[config.mk]
export PLATFORM = sky130hd
export DESIGN_NAME = video_pixel_gather_flat
export DESIGN_NICKNAME = d
export VERILOG_FILES = /design/src/rtl/video_pixel_gather_if.sv /design/src/rtl/video_pixel_gather.sv /design/src/flat_wrapper.sv
export SDC_FILE = /design/constraint.sdc
export NUM_CORES = 1
export LEC_CHECK = 0
export ABC_AREA = 1
export CORE_ASPECT_RATIO = 1.1
export CORE_MARGIN = 4
export CORE_UTILIZATION = 57
export CTS_CLUSTER_DIAMETER = 100
export CTS_CLUSTER_SIZE = 20
export DETAILED_ROUTE_END_ITERATION = 10
export GPL_ROUTABILITY_DRIVEN = 1
export PLACE_DENSITY = 0.77
export SLEW_MARGIN = 20
export SYNTH_ARGS = -nofsm -noshare
export SYNTH_HDL_FRONTEND = slang
export SYNTH_SLANG_ARGS = --single-unit
[constraint.sdc]
create_clock -name system_clk -period 6.5 [get_ports system_clk]
set_input_delay 1.3 -clock system_clk [delete_from_list [all_inputs] [get_ports system_clk]]
set_output_delay 1.3 -clock system_clk [all_outputs]
set_load 0.03 [all_outputs]
[src/rtl/video_pixel_gather_if.sv]
// Bus bundle for video_pixel_gather: feature-memory read port plus the outgoing
// pixel stream.
interface video_pixel_gather_if #(
    parameter int ADDR_W = 16
);
    logic              mem_rd_en;
    logic [ADDR_W-1:0] mem_rd_addr;
    logic [15:0]       mem_rd_data;
    logic              video_valid;
    logic [47:0]       video_data;
    logic              video_ready;

    modport master (
        output mem_rd_en, mem_rd_addr, video_valid, video_data,
        input  mem_rd_data, video_ready
    );

    modport slave (
        input  mem_rd_en, mem_rd_addr, video_valid, video_data,
        output mem_rd_data, video_ready
    );
endinterface

[src/rtl/video_pixel_gather.sv]
// Planar 3-channel frame reader: gathers ch0/ch1/ch2 words per pixel into a 48-bit stream.
// Optional build macro VIDEO_GATHER_RELU_EN clamps negative channels to zero at FIFO write.
module video_pixel_gather #(
    parameter int ADDR_W     = 16,
    parameter int RD_LATENCY = 2,
    parameter int FIFO_DEPTH = 8
) (
    input  logic              system_clk,
    input  logic              rst_n,
    input  logic              start,
    input  logic [ADDR_W-1:0] base_addr,
    input  logic [ADDR_W-1:0] plane_stride,
    input  logic [9:0]        video_col_size,
    input  logic [9:0]        video_row_size,
    output logic              busy,
    output logic              done,
    output logic              video_output_req,
    video_pixel_gather_if.master bus
);
    localparam int PTR_W = $clog2(FIFO_DEPTH);
    localparam int CNT_W = PTR_W + 1;
    localparam logic [CNT_W-1:0] DEPTH_C = CNT_W'(FIFO_DEPTH);

    typedef enum logic [1:0] {IDLE, ISSUE, DRAIN, FIN} state_t;
    state_t state_q, state_d;

    logic [ADDR_W-1:0] stride_q, pix_addr_q, rd_addr_q;
    logic [9:0]        cols_q, rows_q, col_q, row_q;
    logic [1:0]        ch_q;
    logic [CNT_W-1:0]  reserved_q;
    logic              issue, start_ok, frame_go, pix_start, pop, last_col, last_row;

    logic [2:0]        tag_q [RD_LATENCY];
    logic [15:0]       hold0_q, hold1_q;
    logic [47:0]       fifo_mem [FIFO_DEPTH];
    logic [CNT_W-1:0]  wr_ptr_q, rd_ptr_q;
    logic              fifo_empty, fifo_wr;
    logic [47:0]       wr_word;

    assign start_ok  = (state_q == IDLE) && start;
    assign frame_go  = start_ok && (video_col_size != 10'd0) && (video_row_size != 10'd0);
    assign last_col  = (col_q == cols_q - 10'd1);
    assign last_row  = (row_q == rows_q - 10'd1);
    assign pix_start = issue && (ch_q == 2'd0);

    always_ff @(posedge system_clk or negedge rst_n) begin
        if (!rst_n) state_q <= IDLE;
        else        state_q <= state_d;
    end

    // Reads are held back during the frame-start pulse so it always leads the first read.
    always_comb begin
        state_d = state_q;
        busy    = 1'b1;
        done    = 1'b0;
        issue   = 1'b0;
        unique case (state_q)
            IDLE: begin
                busy = 1'b0;
                if (start_ok) state_d = frame_go ? ISSUE : FIN;
            end
            ISSUE: begin
                issue = !video_output_req && ((ch_q != 2'd0) || (reserved_q < DEPTH_C));
                if (issue && (ch_q == 2'd2) && last_col && last_row) state_d = DRAIN;
            end
            DRAIN: if (reserved_q == '0) state_d = FIN;
            FIN: begin
                done    = 1'b1;
                state_d = IDLE;
            end
            default: state_d = IDLE;
        endcase
    end

    // Address walks incrementally: ch0 -> +stride -> +stride, then back to next pixel's ch0.
    always_ff @(posedge system_clk or negedge rst_n) begin
        if (!rst_n) begin
            video_output_req <= 1'b0;
            stride_q   <= '0;
            pix_addr_q <= '0;
            rd_addr_q  <= '0;
            cols_q     <= '0;
            rows_q     <= '0;
            col_q      <= '0;
            row_q      <= '0;
            ch_q       <= '0;
        end else begin
            video_output_req <= frame_go;
            if (start_ok) begin
                stride_q   <= plane_stride;
                cols_q     <= video_col_size;
                rows_q     <= video_row_size;
                pix_addr_q <= base_addr;
                rd_addr_q  <= base_addr;
                col_q      <= '0;
                row_q      <= '0;
                ch_q       <= '0;
            end else if (issue) begin
                if (ch_q == 2'd2) begin
                    pix_addr_q <= pix_addr_q + ADDR_W'(1);
                    rd_addr_q  <= pix_addr_q + ADDR_W'(1);
                    ch_q       <= '0;
                    if (last_col) begin
                        col_q <= '0;
                        row_q <= row_q + 10'd1;
                    end else begin
                        col_q <= col_q + 10'd1;
                    end
                end else begin
                    rd_addr_q <= rd_addr_q + stride_q;
                    ch_q      <= ch_q + 2'd1;
                end
            end
        end
    end

    // Pixels reserved from first read until popped; bounds in-flight + FIFO occupancy.
    always_ff @(posedge system_clk or negedge rst_n) begin
        if (!rst_n) begin
            reserved_q <= '0;
        end else begin
            unique case ({pix_start, pop})
                2'b10:   reserved_q <= reserved_q + CNT_W'(1);
                2'b01:   reserved_q <= reserved_q - CNT_W'(1);
                default: reserved_q <= reserved_q;
            endcase
        end
    end

    always_ff @(posedge system_clk or negedge rst_n) begin
        if (!rst_n) begin
            for (int i = 0; i < RD_LATENCY; i++) tag_q[i] <= '0;
            hold0_q <= '0;
            hold1_q <= '0;
        end else begin
            tag_q[0] <= {issue, ch_q};
            for (int i = 1; i < RD_LATENCY; i++) tag_q[i] <= tag_q[i-1];
            if (tag_q[RD_LATENCY-1][2] && (tag_q[RD_LATENCY-1][1:0] == 2'd0)) hold0_q <= bus.mem_rd_data;
            if (tag_q[RD_LATENCY-1][2] && (tag_q[RD_LATENCY-1][1:0] == 2'd1)) hold1_q <= bus.mem_rd_data;
        end
    end

    assign fifo_wr = tag_q[RD_LATENCY-1][2] && (tag_q[RD_LATENCY-1][1:0] == 2'd2);

`ifdef VIDEO_GATHER_RELU_EN
    function automatic logic [15:0] relu16(input logic [15:0] v);
        return v[15] ? 16'h0000 : v;
    endfunction
    assign wr_word = {relu16(bus.mem_rd_data), relu16(hold1_q), relu16(hold0_q)};
`else
    assign wr_word = {bus.mem_rd_data, hold1_q, hold0_q};
`endif

    always_ff @(posedge system_clk or negedge rst_n) begin
        if (!rst_n) begin
            for (int i = 0; i < FIFO_DEPTH; i++) fifo_mem[i] <= '0;
            wr_ptr_q <= '0;
            rd_ptr_q <= '0;
        end else begin
            if (fifo_wr) begin
                fifo_mem[wr_ptr_q[PTR_W-1:0]] <= wr_word;
                wr_ptr_q <= wr_ptr_q + CNT_W'(1);
            end
            if (pop) rd_ptr_q <= rd_ptr_q + CNT_W'(1);
        end
    end

    assign fifo_empty      = (wr_ptr_q == rd_ptr_q);
    assign pop             = !fifo_empty && bus.video_ready;
    assign bus.video_valid = pop;
    assign bus.video_data  = fifo_mem[rd_ptr_q[PTR_W-1:0]];
    assign bus.mem_rd_en   = issue;
    assign bus.mem_rd_addr = issue ? rd_addr_q : '0;
endmodule

[src/flat_wrapper.sv]
// flat-port wrapper written by rule: the top's interface ports become plain ports
module video_pixel_gather_flat 
#(
    parameter int ADDR_W     = 16,
    parameter int RD_LATENCY = 2,
    parameter int FIFO_DEPTH = 8
)
  (system_clk, rst_n, start, base_addr, plane_stride, video_col_size, video_row_size, busy, done, video_output_req, bus_mem_rd_en, bus_mem_rd_addr, bus_video_valid, bus_video_data, bus_mem_rd_data, bus_video_ready);
  video_pixel_gather_if #(.ADDR_W(ADDR_W)) bus_i ();
  input  logic system_clk;
  input  logic rst_n;
  input  logic start;
  input  logic [ADDR_W-1:0] base_addr;
  input  logic [ADDR_W-1:0] plane_stride;
  input  logic [9:0] video_col_size;
  input  logic [9:0] video_row_size;
  output logic busy;
  output logic done;
  output logic video_output_req;
  output wire logic [$bits(bus_i.mem_rd_en)-1:0] bus_mem_rd_en;
  output wire logic [$bits(bus_i.mem_rd_addr)-1:0] bus_mem_rd_addr;
  output wire logic [$bits(bus_i.video_valid)-1:0] bus_video_valid;
  output wire logic [$bits(bus_i.video_data)-1:0] bus_video_data;
  input wire logic [$bits(bus_i.mem_rd_data)-1:0] bus_mem_rd_data;
  input wire logic [$bits(bus_i.video_ready)-1:0] bus_video_ready;
  assign bus_mem_rd_en = bus_i.mem_rd_en;
  assign bus_mem_rd_addr = bus_i.mem_rd_addr;
  assign bus_video_valid = bus_i.video_valid;
  assign bus_video_data = bus_i.video_data;
  assign bus_i.mem_rd_data = bus_mem_rd_data;
  assign bus_i.video_ready = bus_video_ready;
  video_pixel_gather #(.ADDR_W(ADDR_W), .RD_LATENCY(RD_LATENCY), .FIFO_DEPTH(FIFO_DEPTH)) u_core (.system_clk(system_clk), .rst_n(rst_n), .start(start), .base_addr(base_addr), .plane_stride(plane_stride), .video_col_size(video_col_size), .video_row_size(video_row_size), .busy(busy), .done(done), .video_output_req(video_output_req), .bus(bus_i));
endmodule
==> results.sh <==
export IMPL_fin_tns_setup_ps=0
export IMPL_synth_top_area_frac=0.5220
export IMPL_wl_per_cell_um=17.62
export IMPL_reg2reg_from="u_core.rd_ptr_q[1]"
export IMPL_firstDrtPassIters=5
export IMPL_fin_cells=3716
export IMPL_crit_start="u_core.rd_ptr_q[1]"
export IMPL_p_per_area_nw_per_um2=426.8
export IMPL_grt_start_max_net_pins=179
export IMPL_routed_wl_um=65490
export IMPL_grt_pass1_wl_um=106500
export IMPL_maxSlewViolCount=0
export IMPL_irDropWorstVdd_mv=0.2852
export IMPL_cts_buffer_depth=3
export IMPL_syn_num_nets=3231
export IMPL_syn_avg_cell_area_um2=8.079
export IMPL_power_total_uw=11800
export IMPL_gp_congestion=0.9092
export IMPL_synthArstFlopShare=1.000
export IMPL_finalCritPeriodShare=0.8224
export IMPL_place_inst=3679
export IMPL_cp_max_fo=41
export IMPL_synth_edf_count=0
export IMPL_pre_cts_slack_ps=1792
export IMPL_die_area_um2=47760
export IMPL_critPathRequiredTime_ps=5200
export IMPL_crit_path_end_kind="output pin"
export IMPL_synth_distinct_cells=48
export IMPL_finalHoldViolations=0
export IMPL_layout_setup_ws_ps=1154
export IMPL_maxCapViolations=0
export IMPL_fmax_mhz=187.1
export IMPL_drt_first_iter_violations=1879
export IMPL_rsz0062_at_grt="false"
export IMPL_die_h_um=228.8
export IMPL_synthTopCellsByArea="dfrtp_1 (52%), o21ai_0 (11%), nand2_1 (9.4%)"
export IMPL_path_class="reg -> out"
export IMPL_min_period_ps=5346
export IMPL_tightest_slew_ps=1099
export IMPL_synthCells=3127
export IMPL_synth_most_common_cell="nand2_1"
export IMPL_grtUsageTotal=0.2673
export IMPL_p_leak_uw=0.01267
export IMPL_dp_hpwl_um=41590
export IMPL_worst_setup_path_start_kind="register"
export IMPL_seq_area_frac_synth=0.5220
export IMPL_outcome="complete, no violations"
export IMPL_viasPerCell=5.715
export IMPL_ys_ff_latch=527
export IMPL_start_util=0.5788
export IMPL_cts_hold_buf=0
export IMPL_die_w_um=208.7
export IMPL_io_buffers=140
export IMPL_crit_arrival_ps=4050
export IMPL_drcViolationCount=0
export IMPL_io_pins=141
export IMPL_fin_worst_skew_ps=24.10
export IMPL_cts_sinks=527
export IMPL_synth_commonest_cells="nand2_1 (631), o21ai_0 (547), dfrtp_1 (527)"
export IMPL_relSlewSlack=0.2657
export IMPL_vias=21240
export IMPL_nNetsFinal=3242
export IMPL_antenna_found_initial=2
export IMPL_grt_pass1_vias=20800
export IMPL_setup_viol_count_final=0
export IMPL_min_from="u_core.tag_q[5]"
export IMPL_cts_resized=0
export IMPL_cts_setup_buffers=0
export IMPL_syn_area_um2=25260
export IMPL_post_route_cells_drive_above_1_share=0.03822
export IMPL_rows=80
export IMPL_cts_buffers=30
export IMPL_root_buffer="clkbuf_16"
export IMPL_cts_tree="built"
export IMPL_hp_class="reg -> reg"
export IMPL_yosys_area_top_type="dfrtp_1"
export IMPL_cts_max_level=1
export IMPL_area_delta_synth_final_pct=9.430
export IMPL_fp_coreArea_um2=43640
export IMPL_synthFlopType="dfrtp_1"
export IMPL_synth_warnings=0
export IMPL_grt_ovfl_total=0
export IMPL_hold_slack_ps=374.0
export IMPL_antenna_left=0
export IMPL_clk_pin_slew_ps=90
export IMPL_clock_latency_ps=600
-- worst paths after layout --
kind / endpoint / slack (ps) / cells past startpoint
hold reg to reg: u_core.tag_q[2] / 370 / 0
hold / removal: u_core.tag_q[2] / 370 / 0
setup / recovery: bus_video_data[31] / 1150 / 6
max in group asynchronous: u_core.fifo_mem[25] / 4410 / 2
min in group asynchronous: u_core.fifo_mem[201] / 720 / 1
setup reg to reg: u_core.reserved_q[3] / 2850 / 15
-- layout make-up --
| class | count | area, um^2 |
|---|---|---|
| Multi-Input combinational cell | 2143 | 10240 |
| Tap cell | 574 | 718.2 |
| Fill cell | 3712 | 16000 |
| Timing Repair Buffer | 164 | 1657 |
| Clock inverter | 1 | 16.27 |
| Inverter | 272 | 1027 |
| Antenna cell | 2 | 5.005 |
| Clock buffer | 33 | 783.3 |
| Sequential cell | 527 | 13190 |
-- metrics by stage --
step / utilization / area, um^2
floorplan: - / 25260
detailed placement: 0.6144 / 26810
global route: 0.6333 / 27640
finish: 0.6334 / 27640
CTS: 0.6327 / 27610
global placement: 0.6144 / 26810
-- per-layer routing --
metal / track usage / vias to the layer above / part of all wire
met4: 0.07118 / 2 / 0.026
met3: 0.03638 / 97 / 0.066
met5: 0 / - / 0.00020
met2: 0.4570 / 747 / 0.49
met1: 0.3628 / 10230 / 0.42
li1: - / 10160 / -
-- critical path, stage by stage (launching register included) --
cell	delay, ps
dfrtp_2	890
clkinv_2	730
buf_4	500
a21oi_1	170
o21ai_0	90
a31oi_1	280
clkdlybuf4s50_1	730
-- where the power goes --
part,total [uW],internal [uW],switching [uW]
Sequential,4380,3850,534
Combinational,5520,1870,3650
Clock,1900,852,1050
-- flip-flops by register name, indices dropped and copies added (netlist names) --
register,flops
u_core.reserved_q,4
u_core.fifo_mem,384
u_core.cols_q,10
u_core.hold0_q,16
u_core.video_output_req,1
u_core.wr_ptr_q,4
u_core.row_q,10
u_core.rd_addr_q,16
u_core.tag_q,6
u_core.pix_addr_q,16
u_core.hold1_q,16
u_core.col_q,10
u_core.state_q,2
u_core.rows_q,10
u_core.stride_q,16
u_core.rd_ptr_q,4
u_core.ch_q,2
-- cells by family (layout without fill, tap and decap cells) --
family / Yosys count / after routing / synth area share
xor gates and xnor gates: 52 / 52 / 0.01833
buffers and inverters: 457 / 470 / 0.07360
DFF: 527 / 527 / 0.5220
AOI/OAI and AO/OA: 922 / 922 / 0.1893
and+or+nand+nor: 1137 / 1137 / 0.1803
adders and majority gates: 32 / 32 / 0.01644
other: 0 / 2 / 0
-- cell usage in the layout (no fill, tap or decap), types with 5 or more instances in the layout --
| cell type | netlist | final |
|---|---|---|
| nor4_1 | 7 | 7 |
| a21oi_1 | 278 | 278 |
| o21ai_1 | 7 | 7 |
| o211ai_1 | 6 | 6 |
| nor2_4 | 7 | 9 |
| nor2_2 | 7 | 5 |
| inv_1 | 258 | 257 |
| nor2_1 | 389 | 389 |
| nand2_1 | 631 | 628 |
| xnor2_1 | 13 | 13 |
| nor3_1 | 13 | 13 |
| clkdlybuf4s50_1 | 0 | 139 |
| o21ai_0 | 547 | 547 |
| ha_1 | 30 | 30 |
| buf_4 | 13 | 19 |
| dfrtp_1 | 527 | 525 |
| nand3_1 | 52 | 51 |
| a31oi_1 | 54 | 54 |
| inv_2 | 13 | 13 |
| nand2_2 | 5 | 8 |
| nand4_1 | 9 | 9 |
| xor2_1 | 38 | 38 |
| or2_2 | 5 | 5 |
| clkbuf_16 | 0 | 31 |
| o21ai_2 | 6 | 6 |
Power figures use the tool's default switching activity.
